File: src/rtl/shake_absorb_loader.sv
// SHAKE128/256 input stage: packs header-framed message words into rate blocks,
// applies SHAKE padding and double-buffers one completed block for the permutation.
module shake_absorb_loader #(
  parameter int unsigned W     = 64,
  parameter int unsigned LEN_W = 32
) (
  input  logic                  clk,
  input  logic                  rst,
  input  logic                  valid_in,
  input  logic [W-1:0]          data_in,
  input  logic [LEN_W-1:0]      len_in,
  input  logic                  mode_in,
  output logic                  ready_out,
  output logic [(1344/W)*W-1:0] block_out,
  output logic                  block_valid,
  input  logic                  block_ready,
  output logic                  block_last,
  output logic                  block_mode,
  output logic                  busy
);

  localparam int unsigned BPW            = W / 8;
  localparam int unsigned MAX_RATE_WORDS = 1344 / W;
  localparam int unsigned IW             = $clog2(MAX_RATE_WORDS + 1);
  localparam logic [IW-1:0] RateLast128  = IW'(1344 / W - 1);
  localparam logic [IW-1:0] RateLast256  = IW'(1088 / W - 1);

  typedef enum logic [1:0] {StIdle, StAbsorb, StFull} state_e;

  state_e                      r_state, w_state_next;
  logic                        r_mode;
  logic [LEN_W-1:0]            r_remaining, w_remaining_next;
  logic [IW-1:0]               r_word_idx;
  logic                        r_pad_done;
  logic [MAX_RATE_WORDS*W-1:0] r_asm;
  logic [MAX_RATE_WORDS*W-1:0] r_block_out;
  logic                        r_block_valid, r_block_last, r_block_mode;

  logic          w_ready;
  logic          w_hdr;
  logic          w_we;
  logic          w_set_pad;
  logic          w_load;
  logic [W-1:0]  w_word;
  logic [IW-1:0] w_last_idx;

  assign w_last_idx = r_mode ? RateLast256 : RateLast128;

  always_comb begin
    w_state_next     = r_state;
    w_remaining_next = r_remaining;
    w_ready          = 1'b0;
    w_hdr            = 1'b0;
    w_we             = 1'b0;
    w_set_pad        = 1'b0;
    w_load           = 1'b0;
    w_word           = '0;
    unique case (r_state)
      StIdle: begin
        w_ready = 1'b1;
        if (valid_in && !rst) begin
          w_hdr        = 1'b1;
          w_state_next = StAbsorb;
        end
      end
      StAbsorb: begin
        if (r_pad_done) begin
          w_we = 1'b1;
        end else if (r_remaining == '0) begin
          w_we        = 1'b1;
          w_set_pad   = 1'b1;
          w_word[7:0] = 8'h1F;
        end else if (r_remaining >= LEN_W'(BPW)) begin
          w_ready = 1'b1;
          if (valid_in && !rst) begin
            w_we             = 1'b1;
            w_word           = data_in;
            w_remaining_next = r_remaining - LEN_W'(BPW);
          end
        end else begin
          w_ready = 1'b1;
          if (valid_in && !rst) begin
            w_we             = 1'b1;
            w_set_pad        = 1'b1;
            w_remaining_next = '0;
            // Keep the valid tail bytes, drop the rest, domain byte right after.
            for (int b = 0; b < BPW; b++) begin
              if (LEN_W'(b) < r_remaining) begin
                w_word[b*8 +: 8] = data_in[b*8 +: 8];
              end else if (LEN_W'(b) == r_remaining) begin
                w_word[b*8 +: 8] = 8'h1F;
              end
            end
          end
        end
        if (w_we && (r_pad_done || w_set_pad) && (r_word_idx == w_last_idx)) begin
          w_word[W-1 -: 8] = w_word[W-1 -: 8] | 8'h80;
        end
        if (w_we && (r_word_idx == w_last_idx)) begin
          w_state_next = StFull;
        end
      end
      StFull: begin
        if (!r_block_valid || block_ready) begin
          w_load       = 1'b1;
          w_state_next = r_pad_done ? StIdle : StAbsorb;
        end
      end
      default: w_state_next = StIdle;
    endcase
  end

  always_ff @(posedge clk) begin
    if (rst) begin
      r_state       <= StIdle;
      r_mode        <= 1'b0;
      r_remaining   <= '0;
      r_word_idx    <= '0;
      r_pad_done    <= 1'b0;
      r_asm         <= '0;
      r_block_out   <= '0;
      r_block_valid <= 1'b0;
      r_block_last  <= 1'b0;
      r_block_mode  <= 1'b0;
    end else begin
      r_state <= w_state_next;
      if (w_hdr) begin
        r_mode      <= mode_in;
        r_remaining <= len_in;
        r_word_idx  <= '0;
        r_pad_done  <= 1'b0;
        r_asm       <= '0;
      end
      if (w_we) begin
        for (int i = 0; i < MAX_RATE_WORDS; i++) begin
          if (r_word_idx == IW'(i)) begin
            r_asm[i*W +: W] <= w_word;
          end
        end
        r_word_idx  <= r_word_idx + 1'b1;
        r_remaining <= w_remaining_next;
        if (w_set_pad) begin
          r_pad_done <= 1'b1;
        end
      end
      // A reload in the same cycle as a consumer handshake keeps block_valid high.
      if (w_load) begin
        r_block_out   <= r_asm;
        r_block_valid <= 1'b1;
        r_block_last  <= r_pad_done;
        r_block_mode  <= r_mode;
        r_asm         <= '0;
        r_word_idx    <= '0;
      end else if (block_ready) begin
        r_block_valid <= 1'b0;
      end
    end
  end

  assign ready_out   = w_ready && !rst;
  assign block_out   = r_block_out;
  assign block_valid = r_block_valid;
  assign block_last  = r_block_last;
  assign block_mode  = r_block_mode;
  assign busy        = (r_state != StIdle);

endmodule
File: config.mk
export PLATFORM = sky130hd
export DESIGN_NAME = shake_absorb_loader
export DESIGN_NICKNAME = d
export VERILOG_FILES = /design/src/rtl/shake_absorb_loader.sv
export SDC_FILE = /design/constraint.sdc
export NUM_CORES = 2
export LEC_CHECK = 0
export CAP_MARGIN = 20
export CORE_AREA = 2 2 565 567
export CTS_CLUSTER_SIZE = 8
export DETAILED_ROUTE_END_ITERATION = 7
export DIE_AREA = 0 0 567 569
export PLACE_DENSITY = 0.59
export RECOVER_POWER = 100
export SYNTH_ARGS = -nofsm -noshare
export SYNTH_HDL_FRONTEND = slang
export SYNTH_SLANG_ARGS = --single-unit
File: constraint.sdc
create_clock -name clk -period 9.6 [get_ports clk]
set_clock_uncertainty 0.2 [all_clocks]
set_input_delay 1.92 -clock clk [delete_from_list [all_inputs] [get_ports clk]]
set_output_delay 1.92 -clock clk [all_outputs]
set_load 0.01 [all_outputs]
; Word level (Yosys, flattened, before mapping)
; Cells that the tools add are included.
[word_totals]
register_bits = 2732
latchBits = 0
ram_bits = 0
romBits = 0
inputBits = 101
wordCells = 159
n_memories = 0
[op_classes]
addsub = 2
multipliers = 0
div_mod_pow = 0
n_lt_le_gt_ge = 9
eq_ne = 37
n_shift = 0
n_mux = 83
n_bitwise = 0
reduce_logical = 18
[op_table]
columns = operator, n
row1 = 2-to-1 mux 1344 bit, 2
row2 = 2-to-1 mux 64 bit, 26
row3 = 2-to-1 mux 32 bit, 8
row4 = == test 3 x 32 -> 1 bit (first input constant), 4
row5 = < comparator 3 x 32 -> 1 bit (first input constant), 4
row6 = 2-to-1 mux 8 bit, 10
row7 = == test 2 x 32 -> 1 bit (first input constant), 2
row8 = < comparator 1 x 32 -> 1 bit (first input constant), 2
row9 = < comparator 2 x 32 -> 1 bit (first input constant), 2
row10 = 2-to-1 mux 56 bit, 1
row11 = 2-to-1 mux 5 bit, 9
row12 = == test 5 x 4 -> 1 bit (second input constant), 8
row13 = == test 1 x 32 -> 1 bit (first input constant), 1
row14 = >= comparator 32 x 4 -> 1 bit (second input constant), 1
row15 = zero test 32 bit, 1
row16 = subtractor 32 x 4 -> 32 bit (second input constant), 1
row17 = == test 5 bit (second input constant), 5
row18 = 2-to-1 mux 1 bit, 21
row19 = == test 5 x 3 -> 1 bit (second input constant), 4
row20 = == test 5 x 2 -> 1 bit (second input constant), 2
row21 = != test 2 bit (second input constant), 5
row22 = 2-to-1 mux 2 bit, 3
row23 = case mux 2 bit (3 select lines), 1
row24 = nonzero test 2 bit, 3
row25 = other kinds (16), 23

; Logic depth before layout (Yosys ltp)
[logic_depth]
ltp_word = 14
depth_mapped = 10
ltp_nobuf = 8

; Least setup slack after synthesis
; Ideal clock, no wire load.
[synth_path]
kind = input-to-output
from = input rst
to = output ready_out
arrival_ns = 2.851
path_slack_ns = 4.629
cell_stages = 4
cell_sequence = clkbuf_1 clkbuf_1 clkbuf_1 a211oi_1
[synth_between]
elab_chain_len = 2
[synth_lines]
columns = element, line
row1 = "start, declared", 8  ; input logic rst,
row2 = zero test 1 bit, 160  ; assign ready_out = w_ready && !rst;
row3 = logical AND 1 bit, 160
row4 = "end, declared", 13  ; output logic ready_out,
; Every way passes these cells.

; Final worst setup path
[layout_path]
from = input block_ready
to = register r_asm[563]
[layout_between]
elab_chain_len = 4
[layout_lines]
columns = element, line
row1 = "start, declared", 16  ; input logic block_ready,
row2 = logical OR 1 bit, 104  ; if (!r_block_valid || block_ready) begin
row3 = 2-to-1 mux 1 bit, 104
row4 = 2-to-1 mux 1 bit, 58  ; unique case (r_state)
row5 = OR reduction 2 bit (no line), n/a
row6 = "end signal, assigned by index", 137  ; r_asm[i*W +: W] <= w_word;
row7 = "end, declared", 35  ; logic [MAX_RATE_WORDS*W-1:0] r_asm;
; Every way passes these cells.
; A chain may end at the register's enable or synchronous reset.

==> flow_summary.json <==
{
  "worstHoldPathType": "flop to flop",
  "dieArea_mm2": 0.323,
  "yosys_warnings": 0,
  "setup_viol": 0,
  "dp_hpwl_mm": 289,
  "worst_pin_slew_ns": 4.30,
  "synthXorXnorAreaFrac": 0.000919,
  "layout.nets": 12500,
  "cts_resized": 0,
  "hold_viol": 0,
  "final_common_cell": "nand2_1",
  "power.density_mw_per_mm2": 198,
  "area_growth_pct": 29.5,
  "ctsHoldBuffers": 0,
  "initial_core_util": 0.301,
  "synth_cell_type_count": 71,
  "drc": 0,
  "ant_nets": 0,
  "ys.flop_type": "dfxtp_1",
  "vias": 88900,
  "slew_violations": 1987,
  "drt_pass1_iterations": 6,
  "clock_sinks": 2732,
  "fmax_mhz": 126,
  "async_flop_share": 0,
  "crit_fanout": 65,
  "grt_pass1_vias": 79600,
  "layout_common_cells": "3491 x nand2_1, 2732 x dfxtp_1, 2134 x a21oi_1",
  "criticalPathCategory": "input port to flop",
  "violations": "max-capacitance violations, max-slew violations",
  "tritoncts": "done",
  "synth_edf_count": 0,
  "clkTransAtPathRegs_ns": 0.05,
  "port_buffers": 1449,
  "slew_headroom": -1.87,
  "io_pins": 1450,
  "p_leak_nw": 43.5,
  "row_count": 207,
  "avgSynthCellArea_um2": 8.30,
  "cpPeakStageDelay_ns": 2.38,
  "place.gp.congestion": 0.842,
  "fin_area_mm2": 0.123,
  "grt_overflow": 0,
  "cap_violations": 39,
  "status": "complete, but fails checks",
  "clock_path_buffers": 4,
  "numCtsBuffers": 381,
  "layout_min_cycle_time_ns": 7.95,
  "grt_max_degree": 196,
  "synth_top_family_by_area": "simple AND/OR/NAND/NOR gates",
  "clock_latency_ns": 0.93,
  "htreeDepth": 5,
  "syn_inst": 11500,
  "min_period_over_period": 0.828,
  "routedWlPerCell_um": 27.9,
  "finalCoreUtilization": 0.390,
  "placed_cells": 16200,
  "antenna_found_initial": 80,
  "cts_root_buf": "clkbuf_16",
  "core-area_mm2": 0.317,
  "cp.arrival_ns": 8.54,
  "syn_area_mm2": 0.0953,
  "synth_compound_area_frac": 0.173,
  "synthMuxAreaShare": 0.00106,
  "fp.dieW_um": 567,
  "slowest_stage": "nor2_1",
  "grt_pass1_wl_mm": 633,
  "tns_ns": 0,
  "dieHeight_um": 569,
  "yosys.area_share.simple": 0.205,
  "worstSetupStartpointType": "input port",
  "viasPerCell": 5.31,
  "syn_nets": 11600,
  "synth_adder_area_share": 0.00105,
  "vdd_ir_drop_max_mv": 0.166,
  "postCtsSetupBuffers": 0,
  "required_ns": 10.20,
  "track_usage": 0.274,
  "finalPower_w": 0.0244,
  "rsz0062_at_grt": "false",
  "drt_iter0_drc": 10200,
  "path_cells": "dlygate4sd3_1 -> nand2b_1 -> nand2_4 -> nand2b_4 -> nor2_1 -> clkbuf_1 -> buf_4 -> nand3_1 -> o21ai_0",
  "synth_seq_cells": 2732,
  "cp-end-kind": "flop",
  "ys_seq_area_frac": 0.574,
  "drive_gt1_frac": 0.0552,
  "fin_cells": 16700,
  "routed_wirelength_mm": 467,
  "placed_cell_area_mm2": 0.114
}
==> kinds of logic after synthesis <==
logic type               count (synthesis)
XOR/XNOR                                10
AND/OR/NAND/NOR                       4748
adder cells (fa/ha/maj)                  8
buffers and inverters                 1075
flip-flops                            2732
AO/OA/AOI/OAI                         2900
multiplexers                            10
==> flip-flops by register name, summed over array words and instances, names as in the netlist <==
register     count
block_mode       1
r_state          2
r_pad_done       1
block_last       1
r_word_idx       5
block_out     1344
r_asm         1344
block_valid      1
r_mode           1
r_remaining     32
==> synth_stat cells (5+ instances only) <==
master | instances | area [um2]
a2111oi_4 | 13 | 358
a211oi_1 | 24 | 180
a21oi_1 | 2147 | 10700
a22o_1 | 93 | 815
a31oi_1 | 5 | 31.3
a32o_1 | 9 | 90.1
a32oi_1 | 9 | 78.8
and2_1 | 8 | 50.1
and3_1 | 20 | 125
buf_1 | 106 | 398
buf_2 | 91 | 455
buf_4 | 17 | 128
clkbuf_1 | 841 | 3160
dfxtp_1 | 2732 | 54700
ha_1 | 8 | 100
inv_1 | 17 | 63.8
mux2i_1 | 9 | 90.1
nand2_1 | 3492 | 13100
nand2_2 | 6 | 37.5
nand2b_1 | 13 | 81.3
nand3_1 | 1031 | 5160
nand4_1 | 5 | 31.3
nor2_1 | 78 | 293
nor2b_1 | 15 | 93.8
nor3_1 | 17 | 85.1
nor3b_1 | 5 | 37.5
nor4_1 | 12 | 75.1
o2111ai_1 | 11 | 96.3
o211a_1 | 11 | 110
o211ai_1 | 20 | 150
o21ai_0 | 248 | 1240
o21ai_1 | 23 | 115
o2bb2ai_1 | 241 | 2110
o32ai_1 | 9 | 78.8
or2_2 | 5 | 31.3
or3_1 | 13 | 81.3
or4_1 | 6 | 45.0
xor2_1 | 7 | 61.3
==> layout make-up <==
| class | count | area, um2 |
|---|---|---|
| well taps | 4180 | 5230 |
| repair buffers | 1626 | 16000 |
| fillers | 32200 | 193000 |
| flip-flops and latches | 2732 | 54700 |
| inverters | 17 | 63.8 |
| diodes | 85 | 213 |
| multi-input cells | 7676 | 37100 |
| clock buffers | 395 | 9700 |
| clock inverters | 25 | 546 |
==> power breakdown <==
group / internal (W) / switching, W / leakage [nW]
Clock: 0.00711 / 0.00509 / 5.00
Combinational: 0.000130 / 0.000705 / 16.5
Sequential: 0.0114 / 0.0000171 / 22.0
==> through the flow <==
stage / hold WS [ns] / setup slack (ns)
floorplan: 0.232 / 4.63
global placement: 0.237 / 3.20
detailed placement: 0.241 / 3.12
CTS: 0.200 / 2.91
global route: 0.226 / 1.42
finish: 0.204 / 1.65
==> routing by layer <==
metal  routed length, um  track usage  up-vias  part of all wire
met5                  49            0        -           0.00010
met4               30500        0.164        8             0.065
met3               45900       0.0688      927             0.098
met2              207000        0.423     4495              0.44
met1              183000        0.345    43100              0.39
li1                    -            -    40400                 -
==> final timing paths <==
check                         startpoint                            to  slack (ns)  cells after the start
max reg2reg  r_remaining[8]$_SDFFE_PP0P_          r_asm[59]$_SDFF_PP0_        1.68                      8
max                          block_ready         r_asm[563]$_SDFF_PP0_        1.65                      9
min               r_asm[1274]$_SDFF_PP0_  block_out[1274]$_SDFFE_PP0P_        0.20                      2
min reg2reg       r_asm[1274]$_SDFF_PP0_  block_out[1274]$_SDFFE_PP0P_        0.20                      2
==> worst max-delay path, delay by kind of cell <==
family | cells | cell delay, ns
and+or+nand+nor | 5 | 3.77
buffers and inverters | 3 | 2.60
AOI/OAI and AO/OA | 1 | 0.12
(Power assumes the default switching activity.)
